File: config.mk
export PLATFORM = sky130hd
export DESIGN_NAME = control_unit
export DESIGN_NICKNAME = d
export VERILOG_FILES = /design/src/rtl/ctrl_pkg.sv /design/src/rtl/control_decode.sv /design/src/rtl/control_unit.sv
export SDC_FILE = /design/constraint.sdc
export NUM_CORES = 1
export LEC_CHECK = 0
export CORE_AREA = 3 3 40 42
export CTS_CLUSTER_SIZE = 30
export DETAILED_ROUTE_END_ITERATION = 16
export DIE_AREA = 0 0 43 45
export DONT_BUFFER_PORTS = 1
export HOLD_SLACK_MARGIN = 0.08
export SLEW_MARGIN = 10
export SYNTH_ARGS = -nofsm -noshare
export SYNTH_HDL_FRONTEND = slang
export SYNTH_SLANG_ARGS = --single-unit
File: constraint.sdc
create_clock -name CLK -period 0.8 [get_ports CLK]
set_input_delay 0.16 -clock CLK [delete_from_list [all_inputs] [get_ports CLK]]
set_output_delay 0.16 -clock CLK [all_outputs]
set_load 0.005 [all_outputs]
File: src/rtl/ctrl_pkg.sv
// Shared opcode, ALU and writeback encodings plus the control-word
// bundle passed from control_decode to the control_unit register.
package ctrl_pkg;

    localparam logic [2:0] OP_RTYPE = 3'd0;
    localparam logic [2:0] OP_ITYPE = 3'd1;
    localparam logic [2:0] OP_LW    = 3'd2;
    localparam logic [2:0] OP_SW    = 3'd3;
    localparam logic [2:0] OP_BR0   = 3'd4;
    localparam logic [2:0] OP_BR1   = 3'd5;
    localparam logic [2:0] OP_JIN   = 3'd6;
    localparam logic [2:0] OP_JOUT  = 3'd7;

    localparam logic [2:0] ALU_NOP = 3'd0;
    localparam logic [2:0] ALU_ADD = 3'd1;
    localparam logic [2:0] ALU_SUB = 3'd2;
    localparam logic [2:0] ALU_OR  = 3'd3;
    localparam logic [2:0] ALU_AND = 3'd4;
    localparam logic [2:0] ALU_SLL = 3'd5;
    localparam logic [2:0] ALU_SRL = 3'd6;
    localparam logic [2:0] ALU_XOR = 3'd7;

    localparam logic [2:0] WB_MEM  = 3'd0;
    localparam logic [2:0] WB_ALU  = 3'd1;
    localparam logic [2:0] WB_LINK = 3'd2;

    typedef struct packed {
        logic       reg_write;
        logic       alu_src;
        logic [2:0] alu_op;
        logic [2:0] reg_store;
        logic       mem_write;
        logic       mem_read;
        logic       branch;
        logic       jump_out;
    } ctrl_t;

    localparam ctrl_t CTRL_NOP = '0;

endpackage

File: src/rtl/control_decode.sv
// Combinational opcode/func to control-word decoder.
// CTRL_ILLEGAL_FUNC_NOP_EN turns unknown R/I-type funcs into a full NOP.
module control_decode
    import ctrl_pkg::*;
(
    input  logic [2:0] opcode,
    input  logic [3:0] func,
    output ctrl_t      ctrl
);

    logic [2:0] r_alu_op;
    logic [2:0] i_alu_op;
    logic       func_legal;

    assign func_legal = (func[3:2] == 2'b00);

    always_comb begin
        r_alu_op = ALU_NOP;
        unique case (func)
            4'd0:    r_alu_op = ALU_ADD;
            4'd1:    r_alu_op = ALU_SUB;
            4'd2:    r_alu_op = ALU_OR;
            4'd3:    r_alu_op = ALU_AND;
            default: r_alu_op = ALU_NOP;
        endcase
    end

    always_comb begin
        i_alu_op = ALU_NOP;
        unique case (func)
            4'd0:    i_alu_op = ALU_ADD;
            4'd1:    i_alu_op = ALU_SLL;
            4'd2:    i_alu_op = ALU_SRL;
            4'd3:    i_alu_op = ALU_XOR;
            default: i_alu_op = ALU_NOP;
        endcase
    end

    always_comb begin
        ctrl = CTRL_NOP;
        unique case (opcode)
            OP_RTYPE: begin
                ctrl.reg_write = 1'b1;
                ctrl.alu_src   = 1'b1;
                ctrl.reg_store = WB_ALU;
                ctrl.alu_op    = r_alu_op;
            end
            OP_ITYPE: begin
                ctrl.reg_write = 1'b1;
                ctrl.alu_src   = 1'b0;
                ctrl.reg_store = WB_ALU;
                ctrl.alu_op    = i_alu_op;
            end
            OP_LW: begin
                ctrl.reg_write = 1'b1;
                ctrl.mem_read  = 1'b1;
                ctrl.alu_op    = ALU_ADD;
                ctrl.reg_store = WB_MEM;
            end
            OP_SW: begin
                ctrl.mem_write = 1'b1;
                ctrl.alu_op    = ALU_ADD;
            end
            OP_BR0, OP_BR1: begin
                ctrl.branch = 1'b1;
                ctrl.alu_op = ALU_SUB;
            end
            OP_JIN: begin
                ctrl.branch    = 1'b1;
                ctrl.reg_store = WB_LINK;
            end
            OP_JOUT: begin
                ctrl.branch   = 1'b1;
                ctrl.jump_out = 1'b1;
            end
            default: ctrl = CTRL_NOP;
        endcase
`ifdef CTRL_ILLEGAL_FUNC_NOP_EN
        // Unknown arithmetic funcs must not write the register file.
        if ((opcode == OP_RTYPE || opcode == OP_ITYPE) && !func_legal) begin
            ctrl = CTRL_NOP;
        end
`endif
    end

`ifndef CTRL_ILLEGAL_FUNC_NOP_EN
    logic unused_func_legal;
    assign unused_func_legal = func_legal;
`endif

endmodule

File: src/rtl/control_unit.sv
// Main instruction decoder: registers the decoded control word, 1-cycle latency.
// Optional macro CTRL_ILLEGAL_FUNC_NOP_EN (see control_decode).
module control_unit
    import ctrl_pkg::*;
(
    input  logic       CLK,
    input  logic       reset,
    input  logic [2:0] opcode,
    input  logic [3:0] func,
    output logic       RegWrite,
    output logic       ALUsrc,
    output logic [2:0] ALUop,
    output logic [2:0] RegStore,
    output logic       MemWrite,
    output logic       MemRead,
    output logic       Branch,
    output logic       JumpOut
);

    ctrl_t ctrl_d;
    ctrl_t ctrl_q;

    control_decode u_decode (
        .opcode (opcode),
        .func   (func),
        .ctrl   (ctrl_d)
    );

    always_ff @(posedge CLK or negedge reset) begin
        if (!reset) begin
            ctrl_q <= CTRL_NOP;
        end else begin
            ctrl_q <= ctrl_d;
        end
    end

    assign RegWrite = ctrl_q.reg_write;
    assign ALUsrc   = ctrl_q.alu_src;
    assign ALUop    = ctrl_q.alu_op;
    assign RegStore = ctrl_q.reg_store;
    assign MemWrite = ctrl_q.mem_write;
    assign MemRead  = ctrl_q.mem_read;
    assign Branch   = ctrl_q.branch;
    assign JumpOut  = ctrl_q.jump_out;

endmodule

# [Word level (Yosys, flattened, before mapping)]
# Index checks and enable logic that the tools add are counted.
[classes] add_sub_neg=0 mul=0 n_div=0 order_cmp=0 n_eq_ne=10 shifts=0 muxes=10 bitwise=0 reduce_logical=7
[ops] cell="3-bit one-hot mux with 4 select lines" count=3
[ops] cell="3-bit == test, second input constant" count=4
[ops] cell="4-bit by 2-bit == test with 1-bit output, second input constant" count=2
[ops] cell="3-bit by 2-bit == test with 1-bit output, second input constant" count=2
[ops] cell="1-bit 2-to-1 mux" count=6
[ops] cell="2-bit OR reduction" count=3
[ops] cell="4-bit by 1-bit == test with 1-bit output, second input constant" count=1
[ops] cell="4-bit logical NOT" count=1
[ops] cell="2-bit one-hot mux with 2 select lines" count=1
[ops] cell="4-bit OR reduction" count=1
[ops] cell="3-bit by 1-bit == test with 1-bit output, second input constant" count=1
[ops] cell="3-bit logical NOT" count=1
[ops] cell="3-bit OR reduction" count=1
[totals] reg_bits=12 latch_bits=0 ramBits=0 rom_bits=0 in_bits=9 elab_cells=35 n_memories=0

# [Logic depth before layout (Yosys ltp)]
[logic_depth] ltp_word=3 mapped_depth=4

# [By module]
# Synthesis repeated with hierarchy kept, for this count alone.
[hier_totals] cells_unflattened=36 area_unflattened_um2=446.7
[by_module_without_submodules] module="control_unit" n_inst=1 cells_per_inst=12 area_each_um2=300.3
[by_module_without_submodules] module="control_decode" n_inst=1 cells_per_inst=24 area_each_um2=146.4

# [Worst setup path before layout]
# OpenSTA, ideal clock, no wires.
[synth_path] path_type="input port to flip-flop" start="in opcode[0]" end="reg ctrl_q, in the netlist ALUop[2]" arrival_time_ns=0.721 required_ns=0.680 path_slack_ns=-0.040 path_stages=3 cell_sequence="buf_6 maj3_2 and3_1"
[synth_lines] element="from (decl)" line_no="control_unit.sv:8" rtl="input logic [2:0] opcode,"
[synth_lines] element="to (signal assigned)" line_no="control_unit.sv:33" rtl="ctrl_q <= ctrl_d;"
[synth_lines] element="to (decl)" line_no="control_unit.sv:21" rtl="ctrl_t ctrl_q;"

# [Final worst setup path]
[layout_path] start="reg ctrl_q, in the netlist ALUop[2]" end="out ALUop[2]"
[layout_lines] element="to (decl)" line_no="control_unit.sv:12" rtl="output logic [2:0] ALUop,"
# No word-level cell between the ends.

==> out/results.ini <==
[synth]
ys_warn_count=0
synth_cell_types=21
ys.flop_type=dfrtp_1
synth_seq_cells=11
synth_edf_count=0
synth_top_cell_by_area=dfrtp_1
async_flop_share_pct=100
synth.most_common_cell=dfrtp_1
syn-num-nets=44
synth_area_leaders=dfrtp_1, o41ai_2, nor2_1
synth_cells=35
seq_area_frac_synth_pct=62.5
avgSynthCellArea_um2=12.6
yosysTopAreaCellShare_pct=62.5
synth_common_cells=dfrtp_1, nor2_1, clkbuf_1
syn_area_um2=440

[worst_setup_path]
crit_arrival_ns=0.64
crit_type=reg -> out
cp_max_fo=1
crit_required_ns=0.64
crit_start=ALUop[2]
start_kind=flop
setup.worst_path.end_class=output pin

[timing]
final_hold_viol_count=0
setup_ws_ns=-0.00230
min_period_ns=0.802
setup_violations=1
drv_slew=0
fmax_mhz=1250
rsz0062_at_grt=true
min_period_over_period_pct=100

[clock_network]
clock-sinks=11
post-cts-setup-buffers=0
cts-buffers-inserted=3
clk_pin_slew_ns=0.06
cts_tree=done
cts_root_buf=clkbuf_4
clk_path_buf_depth=2
h-tree-depth=1

[grt]
grt_overflow_total=0
grt_pass1_wl_mm=1.28
grt_pass1_vias=301
grtUsageTotal_pct=8.69
grt_max_degree=12
antenna_found_initial=0

[detailed_routing]
antenna_left=0
wl_per_cell_um=13.8
drt-initial-drc-count=0
drcViolationCount=0
vias=267
vias_per_cell=4.68
wl_um=784
detail_route.first_pass.iterations=1

[placement]
gp_congestion=0.649
dp_hpwl_um=585
dp_slack_ns=0.0303
io_buffers=0

[run_status]
status=complete, but fails checks
violations=setup timing

[power_and_ir_drop]
p_leak_nw=0.268
power_density_nw_per_um2=1910
p_total_w=0.00103
max-vdd-ir-drop_v=0.000394

[floorplanning]
coreArea_um2=1280
start_util_pct=34.3
dieWidth_um=43
placementRows=13
die_y_um=45
io_pins=21
die_area_um2=1940

[finish]
final_nets=52
multi_input_area_um2=134
area_growth_pct=21.9
drive_above_1_share_pct=19.0
area.sequential_um2=275
nFillCells=126
final_util_pct=41.8
n_antenna_cell=0

[min_path]
hold_class=in -> reg
hold_start=func[2]

[job]
maxCapViolations=0

layout make-up:
type | count | area share, %
Sequential cell | 11 | 51.3
Multi-Input combinational cell | 19 | 24.9
Timing Repair Buffer | 8 | 15.4
Clock buffer | 4 | 4.90
Tap cell | 15 | 3.50
cells by family after synthesis:
family          Yosys count  synth area share, %
flops                    11                 62.5
fa+ha+maj                 1                 2.56
other cells               1                0.851
simple gates             13                 18.8
xor+xnor                  1                 1.99
compound gates            3                 6.25
buf+inv                   5                 7.10
repair_timing:
action / 4_1_cts / 5_1_grt
hold buffers: 7 / 1
gates cloned: 0 / 0
resized for setup: 0 / 1
hold endpoints to repair: 20 / 5
endpoints found under the setup margin: 8 / 13
stage by stage:
step	instances	hold WS (ns)	TNS [ns]	area [um2]
2_1_floorplan	35	-0.136	-0.0170	444
3_3_place_gp	45	-0.135	0	428
3_5_place_dp	45	-0.135	0	428
4_1_cts	56	-0.00484	-0.0506	524
5_1_grt	57	-0.0209	-0.251	537
6_report	57	0.00122	-0.00230	537
final timing paths:
path                       slack (ns)  cells after the start          end
worst min-delay path            0.001                      1     ALUop[1]
worst max-delay path           -0.002                      0     ALUop[2]
min in group asynchronous        0.29                      1  RegStore[1]
max in group asynchronous        0.20                      1     MemWrite
per-layer routing:
layer / vias up / track usage [%] / share of wire (%)
met1: 128 / 7.77 / 34
met4: 0 / 5.42 / 0
met3: 0 / 1.99 / 12
met5: - / 0 / 0
met2: 14 / 17.4 / 54
li1: 125 / - / -
flip-flops by register name, summed over array words and instances (netlist names):
register / cells
JumpOut: 1
ALUop: 3
ALUsrc: 1
MemRead: 1
MemWrite: 1
Branch: 1
RegStore: 2
RegWrite: 1
power by group:
group	switching [W]	internal, W	total [W]
registers	0.0000133	0.000582	0.000595
clock network	0.000154	0.000192	0.000346
logic	0.0000330	0.0000525	0.0000855
total	0.000200	0.000826	0.00103
placed cells by master, fill, tap and decap left out, drive strengths merged:
master / netlist / final
a21oi: 1 / 1
a31oi: 1 / 1
and3: 2 / 2
and3b: 1 / 1
clkbuf: 2 / 4
conb: 1 / 1
dfrtp: 11 / 11
dlygate4sd3: 0 / 7
dlymetal6s4s: 0 / 1
maj3: 1 / 1
nand2: 1 / 1
nand2b: 2 / 2
nand3b: 1 / 1
nor2: 4 / 4
nor3: 1 / 1
nor3b: 1 / 1
o41ai: 1 / 1
xor2: 1 / 1
Note: power is estimated with default switching activity, not from simulation.
